<file path="config.mk">
export PLATFORM = sky130hd
export DESIGN_NAME = multicycle_control
export DESIGN_NICKNAME = d
export VERILOG_FILES = /design/src/rtl/multicycle_control.sv
export SDC_FILE = /design/constraint.sdc
export NUM_CORES = 1
export LEC_CHECK = 0
export ABC_AREA = 1
export BUFFER_PORTS_ARGS = -buffer_cell sky130_fd_sc_hd__buf_2
export CAP_MARGIN = 10
export CORE_MARGIN = 2
export CORE_UTILIZATION = 30
export DETAILED_ROUTE_END_ITERATION = 6
export GPL_ROUTABILITY_DRIVEN = 1
export GPL_TIMING_DRIVEN = 0
export HOLD_SLACK_MARGIN = 0.08
export SETUP_SLACK_MARGIN = 0.3
export SLEW_MARGIN = 25
export SYNTH_ARGS = -nofsm -noshare
export SYNTH_HDL_FRONTEND = slang
export SYNTH_SLANG_ARGS = --single-unit
</file>
<file path="constraint.sdc">
create_clock -name iCLK -period 1.3 [get_ports iCLK]
set_input_delay 0.065 -clock iCLK [delete_from_list [all_inputs] [get_ports iCLK]]
set_output_delay 0.065 -clock iCLK [all_outputs]
set_load 0.01 [all_outputs]
</file>
<file path="src/rtl/multicycle_control.sv">
// Multicycle LEGv8 sequencer: FETCH/DECODE/EXEC/MEM/WB state machine that
// drives datapath enables, mux selects and data-memory strobes.
module multicycle_control #(
    parameter int WAIT_MAX = 15
) (
    input  logic        iCLK,
    input  logic        iReset,
    input  logic [10:0] iOpcode,
    input  logic        iZero,
    input  logic        iMemReady,
    output logic        oPCWrite,
    output logic        oIRWrite,
    output logic        oReg2Loc,
    output logic        oALUSrcA,
    output logic [1:0]  oALUSrcB,
    output logic [1:0]  oALUOp,
    output logic        oMemRead,
    output logic        oMemWrite,
    output logic        oMemtoReg,
    output logic        oRegWrite,
    output logic [1:0]  oOrigemPC,
    output logic [3:0]  oState,
    output logic        oFault
);

    typedef enum logic [3:0] {
        S_FETCH  = 4'd0,
        S_DECODE = 4'd1,
        S_EXEC_R = 4'd2,
        S_WB_R   = 4'd3,
        S_ADDR   = 4'd4,
        S_MEM_RD = 4'd5,
        S_MEM_WR = 4'd6,
        S_WB_LD  = 4'd7,
        S_BR_CBZ = 4'd8,
        S_BR_B   = 4'd9,
        S_FAULT  = 4'd15
    } state_t;

    state_t     state;
    logic [7:0] wait_cnt;

    logic is_ldur, is_stur, is_rtype, is_cbz, is_b;
    logic timeout;

    assign is_ldur  = (iOpcode == 11'b11111000010);
    assign is_stur  = (iOpcode == 11'b11111000000);
    assign is_rtype = (iOpcode == 11'b10001011000) ||
                      (iOpcode == 11'b11001011000) ||
                      (iOpcode == 11'b10001010000) ||
                      (iOpcode == 11'b10101010000);
    assign is_cbz   = (iOpcode[10:3] == 8'b10110100);
    assign is_b     = (iOpcode[10:5] == 6'b000101);
    assign timeout  = (wait_cnt == 8'(WAIT_MAX));

    // The counter clears on every transition, so it only ever accumulates
    // while a memory-wait state is holding for iMemReady.
    always_ff @(posedge iCLK or posedge iReset) begin
        if (iReset) begin
            state    <= S_FETCH;
            wait_cnt <= '0;
        end else begin
            wait_cnt <= '0;
            unique case (state)
                S_FETCH, S_MEM_RD, S_MEM_WR: begin
                    if (iMemReady) begin
                        unique case (state)
                            S_FETCH:  state <= S_DECODE;
                            S_MEM_RD: state <= S_WB_LD;
                            default:  state <= S_FETCH;
                        endcase
                    end else if (timeout) begin
                        state <= S_FAULT;
                    end else begin
                        wait_cnt <= wait_cnt + 8'd1;
                    end
                end
                S_DECODE: begin
                    if (is_rtype)                state <= S_EXEC_R;
                    else if (is_ldur || is_stur) state <= S_ADDR;
                    else if (is_cbz)             state <= S_BR_CBZ;
                    else if (is_b)               state <= S_BR_B;
                    else                         state <= S_FAULT;
                end
                S_EXEC_R: state <= S_WB_R;
                S_ADDR: begin
                    if (is_ldur)      state <= S_MEM_RD;
                    else if (is_stur) state <= S_MEM_WR;
                    else              state <= S_FAULT;
                end
                S_WB_R, S_WB_LD, S_BR_CBZ, S_BR_B: state <= S_FETCH;
                S_FAULT: state <= S_FAULT;
                default: state <= S_FAULT;
            endcase
        end
    end

    always_comb begin
        oPCWrite  = 1'b0;
        oIRWrite  = 1'b0;
        oReg2Loc  = 1'b0;
        oALUSrcA  = 1'b0;
        oALUSrcB  = 2'b00;
        oALUOp    = 2'b00;
        oMemRead  = 1'b0;
        oMemWrite = 1'b0;
        oMemtoReg = 1'b0;
        oRegWrite = 1'b0;
        oOrigemPC = 2'b00;
        oFault    = 1'b0;
        unique case (state)
            S_FETCH: begin
                oMemRead = 1'b1;
                oALUSrcB = 2'b01;
                oPCWrite = iMemReady;
                oIRWrite = iMemReady;
            end
            S_DECODE: begin
                oALUSrcB = 2'b11;
                oReg2Loc = is_stur || is_cbz;
            end
            S_EXEC_R: begin
                oALUSrcA = 1'b1;
                oALUOp   = 2'b10;
            end
            S_WB_R: oRegWrite = 1'b1;
            S_ADDR: begin
                oALUSrcA = 1'b1;
                oALUSrcB = 2'b10;
                oReg2Loc = 1'b1;
            end
            S_MEM_RD: oMemRead = 1'b1;
            S_MEM_WR: begin
                oMemWrite = 1'b1;
                oReg2Loc  = 1'b1;
            end
            S_WB_LD: begin
                oRegWrite = 1'b1;
                oMemtoReg = 1'b1;
            end
            S_BR_CBZ: begin
                oReg2Loc  = 1'b1;
                oALUSrcA  = 1'b1;
                oALUOp    = 2'b01;
                oOrigemPC = 2'b01;
                oPCWrite  = iZero;
            end
            S_BR_B: begin
                oOrigemPC = 2'b01;
                oPCWrite  = 1'b1;
            end
            S_FAULT: oFault = 1'b1;
            default: ;
        endcase
    end

    assign oState = state;

endmodule

</file>
==> key figures <==
Drt
  • Drt drc: 0
  • Antenna Nets Post-Route: 0
  • WL final: around 2800 um
  • Initial DRC count: 25
  • Via count: around 1.2k
  • DR WL/cell: approximately 10 um
  • Detailed-router iteration count before antenna repair: 4
  • Via-to-Cell Ratio: 4.39

Worst setup path
  • Max FO, Critical Path: 5
  • Worst setup EP type: primary output
  • Worst path max stage delay: 0.46 ns
  • Critical Path RT: 1.24 ns
  • R2R setup slack: -0.14 ns
  • Critical Path AT: roughly 1.4 ns
  • Setup CP Type: reg -> out
  • Worst setup SP type: flip-flop
  • Crit path cell chain: inv_2, nor2_4, buf_6, nand2_8, nand4_1, buf_2
  • CP max-delay cell: dfrtp_2

Place
  • Dpl hpwl: just under 2000 um
  • Routability cong.: 0.781
  • Area after DPL: 0.00128 sq mm
  • Placed cells: 248
  • PortBufs: 32
  • DP Worst Slack: -0.0337 ns

Layout
  • Multi-input logic area: 786 sq um
  • Nets: approximately 240
  • Share of cells above drive strength 1: 49.1%
  • Seq. cell area: around 300 sq um
  • Most frequent cells in the layout: nor2_1, nand2_1, buf_2, inv_1
  • Final Util: 51.7%
  • Area growth from synthesis to layout: 66.5%
  • Leading cell type in the layout, fill and taps excluded: nor2_1
  • FILL cells: 327
  • Non-Filler Instances: 272
  • Diode count: 0
  • Design Area, Final: 0.00171 sq mm

Clocking
  • TritonCTS clock tree: done
  • Inserted Clock Buffers: 3
  • Deepest clock path buffer count: 2
  • CTS sink count: 12
  • Clock root buffer: clkbuf_4
  • Worst skew pair latency: 0.27 ns
  • Htree depth: 1
  • Reg clk slew, reported paths: 0.08 ns

Synth
  • Mapped cell area: 0.00103 sq mm
  • Yosys cell types: 24
  • Synth Area per Inst: 6.05 sq um
  • Register area share after synthesis: 29.2%
  • Mapped Nets: 186
  • Yosys warnings: 0
  • Top cells by area, synth: dfrtp_1, nor2_1, nand2_1
  • Post-synthesis register bit count: 12
  • Area leader, netlist: dfrtp_1
  • Post-Synthesis Cells: 170
  • Yosys top cell area share: 29.2%

Floorplanning
  • Die width: 62.6 um
  • Die height: 62.6 um
  • Core area: between 0.003 and 0.004 sq mm
  • Row count: 21
  • Die ar.: 0.00391 sq mm
  • # IOs: 34
  • Starting Density: 31.1%

STA
  • Slew Viols, Final: 0
  • Final setup violation count: 23
  • Fin crit share: 112%
  • Hold slack final: 0.213 ns
  • Final min period: 1.45 ns
  • Post-route setup TNS: -2.42 ns
  • Clk_skew: 0.00946 ns
  • Fmax: 689 MHz
  • RSZ-0062 raised after global routing: yes
  • Final Hold Fails: 0
  • Final worst setup slack: -0.150 ns

Power
  • Leak Pwr: between 0.9 and 1 nW
  • Peak VDD IR: 0.000591 V
  • Power Density: 2040 mW/mm^2
  • Design Power: 3.49 mW

GRT
  • First-pass GRT wire length: 4710 um
  • Initial antenna violation count: 0
  • Total GRT Usage: 14.3%
  • Largest net degree at the start of global routing: 13
  • Vias in the first global route: between 1k and 1.5k
  • GRT overflow: 0

Outcome
  • Outcome: finished with violations
  • Failing checks: negative setup slack

Hold path
  • Hold WC Path Type: in -> reg

Flow run
  • Max cap viols: 0
sequential cells by signal (all words and copies together) (netlist names):
| name | flops |
|---|---|
| oState | 4 |
| wait_cnt | 8 |
layer usage:
layer	GRT usage, %	wire length, um
met5	0	0
met4	2.50	19
met3	2.52	101
met2	26.5	1370
met1	17.5	1280
Yosys cell counts:
cell,count
dfrtp_1,12
o21ai_0,4
and2_1,2
inv_1,29
nand3_4,1
nand4_1,1
nand2_1,33
nor3_1,4
buf_4,1
ha_1,1
nor2_1,39
a21oi_2,1
nor2_4,2
o21ai_1,3
clkinv_2,1
a21oi_1,7
nand2_2,4
nand2_4,1
xor2_1,1
buf_6,1
nand3_1,18
nor2_2,2
conb_1,1
inv_2,1
cell families after synthesis:
family / Yosys count / share of synthesized area (%)
XOR/XNOR: 1 / 0.852
adder cells (fa/ha/maj): 1 / 1.22
AND/OR/NAND/NOR: 107 / 47.4
other: 1 / 0.365
flip-flops: 12 / 29.2
buffers and inverters: 33 / 13.3
AO/OA/AOI/OAI: 15 / 7.66
cell type report:
cell class,count,share of cell area (%)
plain buffers,2,1.10
flip-flops and latches,12,17.8
repair buffers,52,22.4
clock buffers,4,2.12
well taps,46,3.36
multi-input cells,125,45.9
inverters,31,7.38
power breakdown:
group	internal, mW	switching [mW]	total (mW)	leakage (nW)
Sequential	0.470	0.150	0.619	0.156
Clock	0.170	0.122	0.292	0.0210
Combinational	1.23	1.35	2.58	0.731
critical path, delay by kind of cell, from the launching register on:
family | cells | cell delay [ns]
buffers and inverters | 3 | 0.34
AND/OR/NAND/NOR | 3 | 0.30
flip-flops | 1 | 0.46
worst paths after layout:
check | startpoint | end | cells after the start
max in group asynchronous | iReset | oState[0]$_DFFE_PP0P_ | 3
max | oState[2]$_DFFE_PP0P_ | oReg2Loc | 6
max reg2reg | oState[2]$_DFFE_PP0P_ | wait_cnt[3]$_DFF_PP0_ | 9
min reg2reg | wait_cnt[0]$_DFF_PP0_ | wait_cnt[0]$_DFF_PP0_ | 1
min in group asynchronous | iReset | oState[1]$_DFFE_PP0P_ | 3
min | iMemReady | oState[3]$_DFFE_PP0P_ | 5
timing repair:
action                     CTS  global route
gates cloned                 0             0
hold endpoints to repair    12             0
buffers inserted            13             6
pin swaps                   11            18
setup endpoints to repair   27            30
hold buffers                 1             0
gates resized for setup     39            25
Power figures use the tool's default switching activity.
